**config.mk**
```make
export PLATFORM = sky130hd
export DESIGN_NAME = instr_fetch_seq
export DESIGN_NICKNAME = d
export VERILOG_FILES = /design/src/rtl/instr_fetch_seq.sv
export SDC_FILE = /design/constraint.sdc
export NUM_CORES = 1
export LEC_CHECK = 0
export CORE_UTILIZATION = 30
export CTS_CLUSTER_DIAMETER = 50
export CTS_CLUSTER_SIZE = 28
export DETAILED_ROUTE_END_ITERATION = 6
export GPL_TIMING_DRIVEN = 0
export PLACE_DENSITY = 0.53
export SLEW_MARGIN = 20
export SYNTH_ARGS = -nofsm -noshare
export SYNTH_HDL_FRONTEND = slang
export SYNTH_SLANG_ARGS = --single-unit
```
**constraint.sdc**
```tcl
create_clock -name clk -period 2.6 [get_ports clk]
set_clock_uncertainty 0.05 [all_clocks]
set_input_delay 0.26 -clock clk [delete_from_list [all_inputs] [get_ports clk]]
set_output_delay 0.26 -clock clk [all_outputs]
set_load 0.01 [all_outputs]
```
**src/rtl/instr_fetch_seq.sv**
```systemverilog
// Instruction fetch/issue sequencer: PC, 1-cycle synchronous imem read, valid/ready issue, local branch redirect, HALT stop.
// One instruction per FETCH/WAIT/ISSUE round; ISSUE holds every output frozen while issue_ready is low.
module instr_fetch_seq #(
  parameter int                   INSTR_W   = 8,
  parameter int                   PC_W      = 6,
  parameter int                   OFF_W     = 4,
  parameter logic [PC_W-1:0]      RESET_PC  = '0,
  parameter logic [INSTR_W-1:0]   HALT_WORD = '1
) (
  input  logic               clk,
  input  logic               reset,
  input  logic               start,
  output logic               imem_rd_en,
  output logic [PC_W-1:0]    imem_addr,
  input  logic [INSTR_W-1:0] imem_rdata,
  output logic               issue_valid,
  input  logic               issue_ready,
  output logic [INSTR_W-1:0] instr_out,
  output logic [1:0]         instr_bit,
  output logic [PC_W-1:0]    pc_out,
  output logic               branch_taken,
  output logic               halted
);

  typedef enum logic [2:0] {
    S_IDLE  = 3'd0,
    S_FETCH = 3'd1,
    S_WAIT  = 3'd2,
    S_ISSUE = 3'd3,
    S_HALT  = 3'd4
  } state_e;

  state_e               state_q;
  logic [PC_W-1:0]      pc_q;
  logic [INSTR_W-1:0]   instr_q;
  logic [PC_W-1:0]      pc_out_q;
  logic                 rd_en_q;
  logic                 valid_q;
  logic                 br_q;
  logic                 halted_q;

  logic signed [OFF_W-1:0] off_s;
  logic [PC_W-1:0]         pc_next_d;
  logic                    is_branch;

  // The offset is signed; the size cast sign-extends it and the add wraps modulo 2^PC_W.
  assign off_s     = instr_q[OFF_W-1:0];
  assign is_branch = instr_q[INSTR_W-1];
  assign pc_next_d = is_branch ? (pc_q + PC_W'(off_s)) : (pc_q + PC_W'(1));

  always_ff @(posedge clk) begin
    if (!reset) begin
      state_q  <= S_IDLE;
      pc_q     <= RESET_PC;
      instr_q  <= '0;
      pc_out_q <= RESET_PC;
      rd_en_q  <= 1'b0;
      valid_q  <= 1'b0;
      br_q     <= 1'b0;
      halted_q <= 1'b0;
    end else begin
      br_q <= 1'b0;
      case (state_q)
        S_IDLE: begin
          if (start) begin
            pc_q    <= RESET_PC;
            rd_en_q <= 1'b1;
            state_q <= S_FETCH;
          end
        end
        S_FETCH: begin
          rd_en_q <= 1'b0;
          state_q <= S_WAIT;
        end
        S_WAIT: begin
          if (imem_rdata == HALT_WORD) begin
            halted_q <= 1'b1;
            state_q  <= S_HALT;
          end else begin
            instr_q  <= imem_rdata;
            pc_out_q <= pc_q;
            valid_q  <= 1'b1;
            state_q  <= S_ISSUE;
          end
        end
        S_ISSUE: begin
          if (issue_ready) begin
            pc_q    <= pc_next_d;
            br_q    <= is_branch;
            valid_q <= 1'b0;
            rd_en_q <= 1'b1;
            state_q <= S_FETCH;
          end
        end
        S_HALT: begin
          if (start) begin
            halted_q <= 1'b0;
            pc_q     <= RESET_PC;
            rd_en_q  <= 1'b1;
            state_q  <= S_FETCH;
          end
        end
        default: begin
          state_q  <= S_IDLE;
          rd_en_q  <= 1'b0;
          valid_q  <= 1'b0;
          halted_q <= 1'b0;
        end
      endcase
    end
  end

  assign imem_rd_en   = rd_en_q;
  assign imem_addr    = pc_q;
  assign issue_valid  = valid_q;
  assign instr_out    = instr_q;
  assign instr_bit    = instr_q[INSTR_W-1 -: 2];
  assign pc_out       = pc_out_q;
  assign branch_taken = br_q;
  assign halted       = halted_q;

endmodule

```
==> flow_metrics.tcl, run 1 <==
set metrics [dict create \
    grt_first_pass_wirelength_mm 5.706 \
    clockRootBuffer "clkbuf_8" \
    chipHeight_um 69.21 \
    crit_required_ps 2720 \
    start_util_pct 31.12 \
    clk_latency_ps 280 \
    drive_gt1_share_pct 10.99 \
    cp-end-kind "register" \
    synth_edf_count 0 \
    period_share_pct 86.97 \
    drv_slew 0 \
    num_antenna_cells 0 \
    core_area_um2 4354 \
    die_width_um 69.21 \
    arrival_ps 2380 \
    cts_hold_repair.buffers 0 \
    async_reset_ff_share_pct 0 \
    ys_seq_area_share_pct 39.89 \
    wl_met3_um 116 \
    post_drt_wl_per_cell_um 13.96 \
    final_nets 210 \
    viasPerCell 5.066 \
    synth_seq_cells 27 \
    num_vias 1231 \
    wl_met2_mm 1.586 \
    grt_usage_pct 14.94 \
    synth_ff_type "dfxtp_1" \
    instances_no_fill 243 \
    slew_headroom_pct 72.83 \
    cts_tree "built" \
    port_buffers 36 \
    clockBufferDepth 2 \
    pin_count 38 \
    critical_path_class "register to register" \
    fmax_ghz 0.4422 \
    pre_cts_ws_ps 362.4 \
    total_power_w 0.0008246 \
    hold_class "input port to register" \
    drt-initial-drc-count 43 \
    post_cts_buffers 0 \
    yosysUniqueCellTypes 40 \
    hold_ws_ps 319.3 \
    synthesis.nets 169 \
    setup-tns-final_ps 0 \
    numCtsBuffers 3 \
    reg2reg_depth 8 \
    ant_nets 0 \
    cts_resized 0 \
    grt_pass1_vias 1183 \
    setup_viol 0 \
    yosys_warnings 0 \
    cap_violations 0 \
    synth_area_um2 1355 \
    ir_drop_mv 0.1765 \
    hpwl_mm 2.684 \
    nFillCells 420 \
    setup_slack_ps 338.7 \
    min_delay_path_depth 2 \
    avgSynthCellArea_um2 8.974 \
    place.gp.congestion 0.8204 \
    grt_max_degree 17 \
    dp_cells 239 \
    dieArea_um2 4789 \
    timing.final.hold_violations 0 \
    drc 0 \
    worst_pin_slew_ps 407.5 \
    rsz0062_at_grt "no" \
    firstDrtPassIters 4 \
    powerDensity_nw_per_um2 450.8 \
    worstPathMaxFanout 10 \
    row_count 24 \
    status "completed" \
    clkTransAtPathRegs_ps 100 \
    start_kind "register" \
    fin_crit_ps 2261 \
    antenna_found_initial 0 \
    syn2layout_area_growth_pct 35.00 \
    leakagePower_nw 0.6697 \
    globalRouteOverflowTotal 0 \
    highest_layer "met4" \
    m1WireLength_mm 1.655 \
    clkSinkCount 27 \
    wirelength_mm 3.392 \
    syn_inst 151 \
    cts_htree_levels 1 \
]
## synth_stat cells (3+ instances only)
master	instances	area, um^2
o21ai_0	3	15.01
a21boi_1	10	75.07
a22oi_1	3	22.52
a21boi_0	8	60.06
o221a_2	3	33.78
nor2_1	6	22.52
dfxtp_1	27	540.5
buf_4	3	22.52
nor2b_1	4	25.02
xnor2_1	3	26.28
nand4_1	3	18.77
clkbuf_1	3	11.26
nand2_1	29	108.9
ha_1	5	62.56
a21oi_1	4	20.02
nand3_1	5	25.02
## power by group
| group | switching (W) | internal, W |
|---|---|---|
| Sequential | 0.0000140 | 0.000427 |
| Combinational | 0.0000647 | 0.0000718 |
| Clock | 0.000138 | 0.000109 |
| Total | 0.000216 | 0.000608 |
## area by class of cell
type / instances / area (um^2) / share of cell area (%)
clock buffer: 3 / 41.29 / 2.257
buffer: 9 / 55.05 / 3.010
inverter: 2 / 7.507 / 0.4104
clock inverter: 1 / 7.507 / 0.4104
tap: 52 / 65.06 / 3.557
sequential: 27 / 540.5 / 29.55
multi-input combinational: 113 / 752.0 / 41.11
timing repair buffer: 36 / 360.3 / 19.70
## stage by stage
stage	util [%]	cell area (um^2)
after global placement	40.89	1780
final	42.01	1829
after detailed placement	40.89	1780
after CTS	42.01	1829
after floorplan	-	1355
after global routing	42.01	1829
## per-layer routing
layer  track usage, %  vias up
met4            5.442        0
met1            20.05      590
met5                0        -
met2            24.16       27
met3            2.326        4
li1                 -      610
## placed cells by master, fill, tap and decap left out, drive strengths merged, types with 4 or more instances in the layout
master,count
clkbuf,6
dfxtp,27
ha,5
nor2,7
a21oi,4
buf,6
nand3,5
nor2b,4
a21boi,18
clkdlybuf4s50,36
nand2,31
## worst max-delay path: stages (launching register included)
cell,delay [ps]
dfxtp_1,550
or2b_1,270
ha_1,230
fa_1,410
a21o_1,170
a21oi_1,170
xnor2_1,90
a22oi_1,140
nor2b_1,60
## registers in the layout, indices dropped and copies added, names as in the netlist
signal / count
instr_out: 8
pc_out: 6
state_q: 3
imem_addr: 6
branch_taken: 1
halted: 1
imem_rd_en: 1
issue_valid: 1
## path summary, 6_finish.rpt
check          startpoint      endpoint  slack, ps
min reg2reg  instr_out[5]  instr_out[5]        410
min                 reset  instr_out[7]        320
max reg2reg  instr_out[7]  imem_addr[4]        340
max          instr_out[7]  imem_addr[4]        340
## kinds of logic (layout without fill, tap and decap cells)
kind of cell,count (synthesis),after routing,synth area share [%]
AOI/OAI and AO/OA,42,42,24.19
xor gates and xnor gates,3,3,1.939
adders and majority gates,6,6,6.094
buffers and inverters,11,51,4.617
DFF,27,27,39.89
muxes,1,1,0.7387
and+or+nand+nor,61,61,22.53
No activity file was read; power rests on OpenSTA's default activity.
==> run 2, diff against run 1 <==
==> constraint.sdc (replaced) <==
create_clock -name clk -period 2.11 [get_ports clk]
set_clock_uncertainty 0.05 [all_clocks]
set_input_delay 0.211 -clock clk [delete_from_list [all_inputs] [get_ports clk]]
set_output_delay 0.211 -clock clk [all_outputs]
set_load 0.01 [all_outputs]
==> run 2 against run 1 <==
Setup slack lost 250 ps. Cell area up 2.1%. Power is 24% higher. Die area unchanged. Via count increased by 1.1%. First-iteration DRC count decreased by 7.0%. Core utilization increased by 0.89 points. Flip-flop and latch count is the same. Non-clock buffer count increased by 2. Combinational power is 27% higher. Maximum frequency increased by 12%. Critical path type unchanged.
==> flow_metrics.tcl, run 2 (synthesis results as in run 1) <==
set metrics [dict create \
    seq_power_share_pct 53.1 \
    drive_gt1_share_pct 13.99 \
    cp_top_family "adder cells" \
    p_int_w 0.0007514 \
    clockBufferDepth 2 \
    setup_slack_ps 83.82 \
    leakagePower_nw 0.6764 \
    chipHeight_um 69.21 \
    drv_slew 0 \
    utilization_pct 42.90 \
    period_share_pct 96.03 \
    cp_slowest_cell "dfxtp_4" \
    path_cells "or2b_1, ha_1, fa_2, a21o_1, a21oi_1, xnor2_1, a22oi_1, nor2b_1" \
    cts_htree_levels 1 \
    cap_violations 0 \
    num_vias 1245 \
    worst_pin_slew_ps 419.3 \
    place.gp.congestion 0.8204 \
    grt_pass1_vias 1200 \
    powerDensity_nw_per_um2 546.7 \
    start_kind "register" \
    cts_tree "built" \
    setup_viol 0 \
    drc 0 \
    r2r_slack_ps 80 \
    crit_buf_inv 0 \
    pre_cts_ws_ps -127.6 \
    hold_class "input port to register" \
    globalRouteOverflowTotal 0 \
    ant_nets 0 \
    row_count 24 \
    wirelength_mm 3.449 \
    dieArea_um2 4789 \
    status "completed" \
    fmax_ghz 0.4935 \
    hpwl_mm 2.684 \
    start_util_pct 31.12 \
    syn2layout_area_growth_pct 37.86 \
    die_width_um 69.21 \
    critical_path_class "register to register" \
    arrival_ps 2190 \
    final_cell_mix "clkdlybuf4s50_1 (36), nand2_1 (29), dfxtp_1 (26)" \
    core_area_um2 4354 \
    timing.final.hold_violations 0 \
    numCtsBuffers 3 \
    pin_count 38 \
    combPwrFrac_pct 16.9 \
    antenna_found_initial 0 \
    grt_usage_pct 14.97 \
    rsz0062_at_grt "yes" \
    clkTransAtPathRegs_ps 100 \
    post_drt_wl_per_cell_um 14.08 \
    crit_required_ps 2280 \
    power_frac_clock_pct 30.0 \
    p_sw_share_pct 26.43 \
    max_stage_delay_ps 390 \
    viasPerCell 5.082 \
    largest_register_ffs 8 \
    worstPathMaxFanout 5 \
    ir_drop_mv 0.2219 \
    firstDrtPassIters 4 \
    grt_max_degree 17 \
    grt_first_pass_wirelength_mm 5.720 \
    num_antenna_cells 0 \
    p_sw_w 0.0002699 \
    clockRootBuffer "clkbuf_8" \
    cp-end-kind "register" \
    clkSinkCount 27 \
    slew_headroom_pct 72.04 \
    port_buffers 36 \
    drt-initial-drc-count 40 \
    fin_crit_ps 2026 \
    final_common_cell "clkdlybuf4s50_1" \
    final_nets 212 \
    clk_latency_ps 280 \
]
[run 2: repair_timing]
action | CTS | global route
setup buffers | 2 | 0
endpoints found under the setup margin | 2 | 2
hold buffers | 0 | 0
gates resized for setup | 2 | 4
pin swaps | 0 | 1
[run 2: routing by layer]
layer	GRT usage, %	part of all wire [%]
met5	0	0
met4	5.442	0.99
met3	2.326	3.2
met2	24.38	47
met1	19.96	48
[run 2: area by class of cell]
type | count | area [um^2]
Clock inverter | 1 | 7.507
Multi-Input combinational cell | 113 | 772.0
Sequential cell | 27 | 544.3
Buffer | 9 | 55.05
Clock buffer | 3 | 41.29
Fill cell | 419 | 2486
Inverter | 2 | 7.507
Tap cell | 52 | 65.06
Timing Repair Buffer | 38 | 375.4
[run 2: worst paths after layout]
kind                                    from           end  cells after the start
worst max register to register  instr_out[7]  imem_addr[4]                      8
worst min register to register  instr_out[5]  instr_out[5]                      2
worst max-delay path            instr_out[7]  imem_addr[4]                      8
worst min-delay path                   reset  instr_out[7]                      2
[run 2: worst reg2reg max path: cells and delay by family, from the launching register on]
| kind | cells | cell delay (ps) |
|---|---|---|
| AO/OA/AOI/OAI | 3 | 420 |
| XOR/XNOR | 1 | 140 |
| adder cells (fa/ha/maj) | 2 | 620 |
| flip-flops | 1 | 390 |
| AND/OR/NAND/NOR | 2 | 350 |
[run 2: power groups by stage]
stage	Combinational (W)	Clock [W]	Sequential, W
floorplan	0.0000878	0	0.000558
global placement	0.000168	0	0.000555
detailed placement	0.000170	0	0.000556
CTS	0.000174	0.000316	0.000542
global route	0.000188	0.000339	0.000546
finish	0.000173	0.000307	0.000542
[run 2: per-stage QoR]
stage | instance area, um^2 | TNS [ps] | hold WS [ps] | std cells | total power (W)
after global placement | 1780 | -106.5 | 391.8 | 239 | 0.0007227
after detailed placement | 1780 | -219.8 | 401.1 | 239 | 0.0007254
final | 1868 | 0 | 259.3 | 245 | 0.001021
after global routing | 1868 | -3.652 | 273.8 | 245 | 0.001073
after floorplan | 1355 | 0 | 295.8 | 151 | 0.0006460
after CTS | 1848 | 0 | 262.2 | 245 | 0.001033
